## config.mk

```make
export PLATFORM = sky130hd
export DESIGN_NAME = perips_wb_arbiter
export DESIGN_NICKNAME = d
export VERILOG_FILES = /design/src/rtl/perips_wb_arbiter_pkg.sv /design/src/rtl/wb_rr_pick.sv /design/src/rtl/perips_wb_arbiter.sv
export SDC_FILE = /design/constraint.sdc
export NUM_CORES = 1
export LEC_CHECK = 0
export BUFFER_PORTS_ARGS = -buffer_cell sky130_fd_sc_hd__buf_2
export CORE_AREA = 3 3 110 112
export CTS_BUF_LIST = sky130_fd_sc_hd__clkbuf_2
export DETAILED_ROUTE_END_ITERATION = 16
export DIE_AREA = 0 0 113 115
export SYNTH_ARGS = -nofsm -noshare
export SYNTH_HDL_FRONTEND = slang
export SYNTH_SLANG_ARGS = --single-unit
```

## constraint.sdc

```tcl
create_clock -name clk -period 1.3 [get_ports clk]
set_clock_uncertainty 0.05 [all_clocks]
set_input_delay 0.13 -clock clk [delete_from_list [all_inputs] [get_ports clk]]
set_output_delay 0.13 -clock clk [all_outputs]
set_load 0.1 [all_outputs]
```

## src/rtl/perips_wb_arbiter_pkg.sv

```systemverilog
// perips_wb_arbiter_pkg: bus widths, timeout read pattern and arbiter state encoding
package perips_wb_arbiter_pkg;
    localparam int WB_AD_WIDTH = 32;
    localparam int WB_DAT_WIDTH = 32;
    localparam logic [31:0] WB_ARB_TIMEOUT_DATA = 32'hDEAD_BEEF;
    typedef enum logic {IDLE = 1'b0, BUSY = 1'b1} arb_state_e;
endpackage

```

## src/rtl/wb_rr_pick.sv

```systemverilog
// wb_rr_pick: first requester searching upward from last+1, wrapping modulo N
module wb_rr_pick #(
    parameter int N = 2,
    localparam int LW = $clog2(N)
) (
    input  logic [N-1:0]  req,
    input  logic [LW-1:0] last,
    output logic [N-1:0]  pick,
    output logic [LW-1:0] idx
);
    logic [LW-1:0] c;
    logic found;
    always_comb begin
        c = last;
        found = 1'b0;
        idx = '0;
        for (int i = 0; i < N; i++) begin
            c = (c == LW'(N - 1)) ? '0 : c + LW'(1);
            if (!found && req[c]) begin
                found = 1'b1;
                idx = c;
            end
        end
        pick = found ? ({{(N-1){1'b0}}, 1'b1} << idx) : '0;
    end
endmodule

```

## src/rtl/perips_wb_arbiter.sv

```systemverilog
// perips_wb_arbiter: round-robin Wishbone B4 classic arbiter; WB_ARB_TIMEOUT_EN adds a stall timeout
module perips_wb_arbiter
    import perips_wb_arbiter_pkg::*;
#(
    parameter int NUM_MASTERS = 2,
    parameter int AW = WB_AD_WIDTH,
    parameter int DW = WB_DAT_WIDTH,
    parameter int TIMEOUT_CYCLES = 255
) (
    input  logic                      clk,
    input  logic                      rst,
    input  logic [NUM_MASTERS-1:0]    wbm_arb_cyc_i,
    input  logic [NUM_MASTERS-1:0]    wbm_arb_stb_i,
    input  logic [NUM_MASTERS*AW-1:0] wbm_arb_addr_i,
    input  logic [NUM_MASTERS*DW-1:0] wbm_arb_wdata_i,
    input  logic [NUM_MASTERS*DW/8-1:0] wbm_arb_sel_i,
    input  logic [NUM_MASTERS-1:0]    wbm_arb_we_i,
    output logic [NUM_MASTERS-1:0]    arb_wbm_ack_o,
    output logic [DW-1:0]             arb_wbm_rdata_o,
    output logic                      arb_wbs_cyc_o,
    output logic                      arb_wbs_stb_o,
    output logic                      arb_wbs_we_o,
    output logic [AW-1:0]             arb_wbs_addr_o,
    output logic [DW-1:0]             arb_wbs_wdata_o,
    output logic [DW/8-1:0]           arb_wbs_sel_o,
    input  logic                      wbs_arb_ack_i,
    input  logic [DW-1:0]             wbs_arb_rdata_i,
    output logic [NUM_MASTERS-1:0]    arb_grant_o,
    output logic                      arb_timeout_o
);
    localparam int LW = $clog2(NUM_MASTERS);
    arb_state_e state_q, state_d;
    logic [NUM_MASTERS-1:0] grant_q, grant_d, pick;
    logic [LW-1:0] last_q, last_d, pick_idx;
    logic busy, gcyc, to;

    wb_rr_pick #(.N(NUM_MASTERS)) u_pick (
        .req (wbm_arb_cyc_i),
        .last(last_q),
        .pick(pick),
        .idx (pick_idx)
    );

    assign busy = state_q == BUSY;
    assign gcyc = busy & wbm_arb_cyc_i[last_q];
    assign arb_grant_o = grant_q;

    // last_q doubles as the granted index while BUSY
    always_comb begin
        arb_wbs_cyc_o = gcyc;
        arb_wbs_stb_o = busy & wbm_arb_stb_i[last_q] & ~to;
        arb_wbs_we_o = busy & wbm_arb_we_i[last_q];
        arb_wbs_addr_o = busy ? wbm_arb_addr_i[last_q*AW +: AW] : '0;
        arb_wbs_wdata_o = busy ? wbm_arb_wdata_i[last_q*DW +: DW] : '0;
        arb_wbs_sel_o = busy ? wbm_arb_sel_i[last_q*(DW/8) +: DW/8] : '0;
        arb_wbm_ack_o = '0;
        arb_wbm_ack_o[last_q] = gcyc & (wbs_arb_ack_i | to);
        arb_wbm_rdata_o = to ? DW'(WB_ARB_TIMEOUT_DATA) : wbs_arb_rdata_i;
    end

    always_comb begin
        state_d = state_q;
        grant_d = grant_q;
        last_d = last_q;
        if (!busy) begin
            if (|wbm_arb_cyc_i) begin
                state_d = BUSY;
                grant_d = pick;
                last_d = pick_idx;
            end
        end else if (!wbm_arb_cyc_i[last_q]) begin
            state_d = IDLE;
            grant_d = '0;
        end
    end

    always_ff @(posedge clk or posedge rst) begin
        if (rst) begin
            state_q <= IDLE;
            grant_q <= '0;
            last_q <= LW'(NUM_MASTERS - 1);
        end else begin
            state_q <= state_d;
            grant_q <= grant_d;
            last_q <= last_d;
        end
    end

`ifdef WB_ARB_TIMEOUT_EN
    logic [7:0] cnt_q, cnt_d;
    logic timeout_q, timeout_d, stall;
    always_comb begin
        stall = gcyc & wbm_arb_stb_i[last_q] & ~wbs_arb_ack_i;
        to = stall && (cnt_q == 8'(TIMEOUT_CYCLES - 1));
        cnt_d = (stall && !to) ? cnt_q + 8'd1 : 8'd0;
        timeout_d = timeout_q | to;
    end
    always_ff @(posedge clk or posedge rst) begin
        if (rst) begin
            cnt_q <= 8'd0;
            timeout_q <= 1'b0;
        end else begin
            cnt_q <= cnt_d;
            timeout_q <= timeout_d;
        end
    end
    assign arb_timeout_o = timeout_q;
`else
    assign to = 1'b0;
    assign arb_timeout_o = 1'b0;
`endif
endmodule

```

---- After elaboration in Yosys (flattened, before gate mapping) ----
Index checks and enable logic that the tools add are counted.
storage, ports and cells
  register bits after elaboration ......... 4
  bits of input ports ..................... 177
  output and inout port bits .............. 108
  logic and storage cells ................. 55
operators by class
  shift operators ......................... 4
  reductions and logical operators ........ 7
  mux-type cells .......................... 28
  add/subtract/negate cells ............... 2
  $lt $le $gt $ge ......................... 4
  bitwise logic cells ..................... 6
  eq/ne operators ......................... 1
operators by type and width
  operator             number
  $shiftx 64x7->32     2
  $mux 32              2
  $mux 1               20
  $mux 2               4
  $shiftx 8x4->4       1
  $lt 1x2->1 const B   3
  $and 1x1->1          4
  $mux 4               1
  $reduce_and 2->1     2
  $add 1x1->1 const B  2
  $and 2x2->2          1
  $logic_and 1x1->1    2
  $ne 2x2->1 const B   1
  $reduce_bool 2->1    1
  $reduce_or 2->1      1
  $shl 1x1->2 const A  1
  $demux 1 s1          1
  $ge 1x1->1 const B   1
  $logic_not 1->1      1
  $not 1->1            1

---- Depth between registers and ports, before layout ----
  word-level depth ........................ 12
  depth in mapped cells ................... 6
  depth with buffers taken out ............ 3

---- Cells and area by module ----
From an unflattened synthesis, not the netlist that was laid out.
unflattened totals
  cell total of the unflattened synthesis .. 212
  area total of the unflattened synthesis .. 1,634.1 sq um
by module, submodules not included
  module             area each (sq um)  sequential area each (sq um)  times used  cells an instance
  perips_wb_arbiter  1,607.8            101.3                         1           208
  wb_rr_pick         26.3               0.0                           1           4

---- Worst setup path after synthesis ----
No wires, ideal clock.
  path type ............................... reg-to-output
  start point ............................. register last_q
  end point ............................... output arb_wbs_cyc_o
  slack ................................... -1,245 ps
  cell stages (with the launch flop) ...... 6
  required time ........................... 1,120 ps
  buffers on the path ..................... 3
  arrival ................................. 2,365 ps
  path through ............................ dfstp_2 > buf_6 > buf_6 > buf_6 > nand2_1 > a21boi_1
on the way
  word-level cells in the longest chain between the ends .. 3
RTL lines
  what                                       line                     text
  from (decl)                                perips_wb_arbiter.sv:34  logic [LW-1:0] last_q, last_d, pick_idx;
  from (signal assigned)                     perips_wb_arbiter.sv:81  last_q <= LW'(NUM_MASTERS - 1);
  from (signal assigned)                     perips_wb_arbiter.sv:85  last_q <= last_d;
  $mux 1 (implied by the code) (2 in a row)  perips_wb_arbiter.sv:45  assign gcyc = busy & wbm_arb_cyc_i[last_q];
  $and 1x1->1                                perips_wb_arbiter.sv:45
  to (decl)                                  perips_wb_arbiter.sv:20  output logic arb_wbs_cyc_o,
No other way between the ends. The select of a mux whose other input is x is not followed.

---- Final worst setup path ----
  start point ............................. register last_q
  end point ............................... output arb_wbs_addr_o[29]
on the way
  word-level cells in the longest chain between the ends .. 2
RTL lines
  what              line                     text
  $shiftx 64x7->32  perips_wb_arbiter.sv:53  arb_wbs_addr_o = busy ? wbm_arb_addr_i[last_q*AW +: AW] : '0;
  $mux 32           perips_wb_arbiter.sv:53
  to (decl)         perips_wb_arbiter.sv:23  output logic [AW-1:0] arb_wbs_addr_o,
No other way between the ends.

==> metrics.md <==
| Metric | Value |
|---|---|
| Outcome | finished, violations left |
| Violations in the final reports | setup timing |
| CTS root buffer | clkbuf_2 |
| # setup viols final | between 70 and 80 |
| Vias | around 2400 |
| Slowest CP cell | dfstp_4 |
| Fmax | 0.523 GHz |
| WP data arrival | 1730 ps |
| Final hold vios | 0 |
| Drt drc | 0 |
| Avg Cell Area, Syn | 8.08 um2 |
| Mapped cell area | around 0.0018 mm2 |
| Critical Path Start Type | register |
| Layout area overhead | 221% |
| Critical Path, Cell by Cell | buf_12 > clkbuf_16 > mux2i_4 > nor2b_4 > buf_12 |
| Register area share after synthesis | 5.72% |
| Met3 Usage GRT | 3.11% |
| Synthesized flop and latch total | 4 |
| Global-route wire length before repair | 12.2 mm |
| Syn Inst Count | 219 |
| Met1 Usage GRT | 11.7% |
| Met2 GRT Util | 22.4% |
| Crit path kind | register to output port |
| Crit end category | output port |
| Die Wd | between 100 and 150 um |
| Ports | 285 |
| Largest area contributor in the netlist | mux2i_1 |
| Top post-synthesis cells by area | mux2i_1 41%, nor2b_1 25%, buf_4 17%, dfrtp_1 4.2%, buf_6 2.5% |
| Total of max-cap violations | 0 |
| Port Buffers | about 220 |
| Async SR Flop Fraction | 100% |
| Pre-CTS setup slack | -372 ps |
| Vias in the first global route | 2472 |
| Starting Density | 15.6% |
| Dominant register cell in the synthesized netlist | dfrtp_1 |
| Overall routing resource usage | roughly 12% |
| Antenna violations before repair | 1 |
| DIE AREA | 0.0130 mm2 |
| Post-Syn Nets | 396 |
| Hpwl dp | between 6 and 7 mm |
| EDFF count, synth | 0 |
| GPL Wtd Cong | 0.812 |
| LEAKAGE | 2.53 nW |
| Power Total | 15.5 mW |
| Synth top area share | 40.7% |
| R2R setup slack | -290 ps |
| H-tree depth | 1 |
| Clk Latency, worst-skew pair | 220 ps |
| TritonCTS clock tree | yes |
| CP max stage delay | between 600 and 700 ps |
| Worst r2r src | last_q$_DFFE_PP1P_ |
| Via density | 4.22 |
| First DRT Iteration DRCs | between 40 and 50 |
| Min Tclk post-route | 1910 ps |
| Pwr dens | between 2000 and 3000 mW/mm2 |
| Yosys warnings | 0 |
| DRT Wirelength | around 9.3 mm |
| Rows | 39 |
| # fillers | 948 |
| Final Slew Violations | 0 |
| Pin count of the biggest net entering global routing | 29 |
| Worst EP required | ~1100 ps |
| Crit path max fanout | 7 |
| CP Launch Point | last_q$_DFFE_PP1P_ |
| CP endpoint | arb_wbs_addr_o[29] |
| Reg2Reg Depth | 6 |
| Final setup margin | -614 ps |
| 1st-pass router iterations | 4 |
| Hold Path Class | input port to register |
| Final ANT Viol Nets | 0 |
| CTS buffer count | 3 |
| Period utilisation layout | 147% |
| Final net count | 595 |
| Clk sink count | 4 |
| Share of layout cells above drive strength 1 | 95.7% |
| Peak supply drop | ~1.5 mV |
| Reg-to-Reg End | arb_grant_o[0]$_DFFE_PP0P_ |
| Core Area | roughly 0.011 mm2 |
| Most frequent CP cell | buf_12 |
| Unrepaired setup endpoints after global routing | true |
| Clk slew on worst S/H paths | 50 ps |
| Synth unique cells | 23 |
| Total gr overflow | 0 |
| Longest Clk Path Bufs | 2 |
| Post-DR wirelength/cell | 16.6 um |
| Die height | 115 um |
| GRT busiest layer | met2 |
## state kept, by name, indices dropped and copies added, names as in the netlist
| name | cells |
|---|---|
| last_q | 1 |
| busy | 1 |
| arb_grant_o | 2 |
## per-layer routing
| metal | share of wire (%) | vias up |
|---|---|---|
| met5 | 0 | - |
| met4 | 2.8 | 0 |
| met3 | 8.8 | 20 |
| met2 | 59 | 150 |
| met1 | 29 | 1093 |
| li1 | - | 1102 |
## kinds of logic after synthesis
| group | share of synthesized area, % |
|---|---|
| multiplexers | 40.7 |
| buffers and inverters | 21.8 |
| other | 0.212 |
| AO/OA/AOI/OAI | 3.04 |
| flip-flops | 5.72 |
| AND/OR/NAND/NOR | 28.5 |
## cells in the mapped netlist (2+ instances only)
cell       n
nor2_1     3
buf_4     39
nand2b_1   2
a31oi_1    2
nor2b_1   71
mux2i_1   72
inv_1      2
dfrtp_1    3
clkbuf_1   7
nand2_1    2
buf_6      4
## placed cells by master (no fill, tap or decap), types with 2 or more instances in the layout
| cell type | synthesis | layout |
|---|---|---|
| a31oi_1 | 2 | 2 |
| buf_12 | 0 | 79 |
| buf_16 | 0 | 4 |
| buf_2 | 0 | 144 |
| buf_4 | 39 | 10 |
| buf_8 | 1 | 2 |
| clkbuf_16 | 0 | 4 |
| clkbuf_2 | 0 | 4 |
| dfrtp_2 | 0 | 3 |
| inv_1 | 2 | 2 |
| mux2i_1 | 72 | 2 |
| mux2i_4 | 0 | 70 |
| nand2b_1 | 2 | 2 |
| nor2_4 | 0 | 2 |
| nor2b_4 | 0 | 70 |
## metrics by stage
stage	instance area [um2]	utilization [%]	cells	setup TNS (ps)	hold slack [ps]
floorplan	2360	-	219	-23410	-155
global placement	4480	39.6	542	-21380	-30.3
detailed placement	4480	39.6	542	-23150	-27.2
CTS	4900	43.3	551	-42430	194
global route	5680	50.1	561	-45760	210
finish	5680	50.1	561	-41240	210
## worst min-delay path by stage
| stage | slack (ps) | cells past startpoint | start | endpoint |
|---|---|---|---|---|
| 2_1_floorplan | -150 | 1 | rst | busy$_DFF_PP0_ |
| 3_3_place_gp | -30 | 2 | rst | busy$_DFF_PP0_ |
| 3_5_place_dp | -30 | 2 | rst | arb_grant_o[0]$_DFFE_PP0P_ |
| 4_1_cts | 190 | 3 | wbm_arb_cyc_i[1] | last_q$_DFFE_PP1P_ |
| 5_1_grt | 210 | 0 | wbs_arb_rdata_i[2] | arb_wbm_rdata_o[2] |
| 6_report | 210 | 3 | wbm_arb_cyc_i[1] | last_q$_DFFE_PP1P_ |
## repair_timing
item,4_1_cts,5_1_grt
pin swaps,1,1
hold endpoints to repair,4,0
gates resized for setup,73,90
hold buffers,1,0
setup buffers,3,4
cloned,1,6
endpoints found under the setup margin,75,77
## critical path: cells and delay by family, from the launching register on
kind                   cells  cell delay [ps]
DFF                        1              660
and+or+nand+nor            1               70
buffers and inverters      3              510
muxes                      1              270
## report_power, final
| part | internal, mW | switching, mW | total [mW] | leakage (nW) |
|---|---|---|---|---|
| registers | 0.204 | 0.0918 | 0.296 | 0.0442 |
| clock network | 0.0813 | 0.0630 | 0.144 | 0.0166 |
| logic | 6.66 | 8.44 | 15.1 | 2.46 |
| total | 6.95 | 8.59 | 15.5 | 2.53 |
## area by class of cell
cell class              count  area, um2  share of cell area, %
diodes                      1       2.50                 0.0441
clock buffers               4       20.0                  0.353
inverters                   2       7.51                  0.132
multi-input cells         162       2720                   47.9
flip-flops and latches      4        109                   1.92
well taps                 143        179                   3.15
repair buffers            245       2640                   46.5
Note: power is estimated with default switching activity, not from simulation.
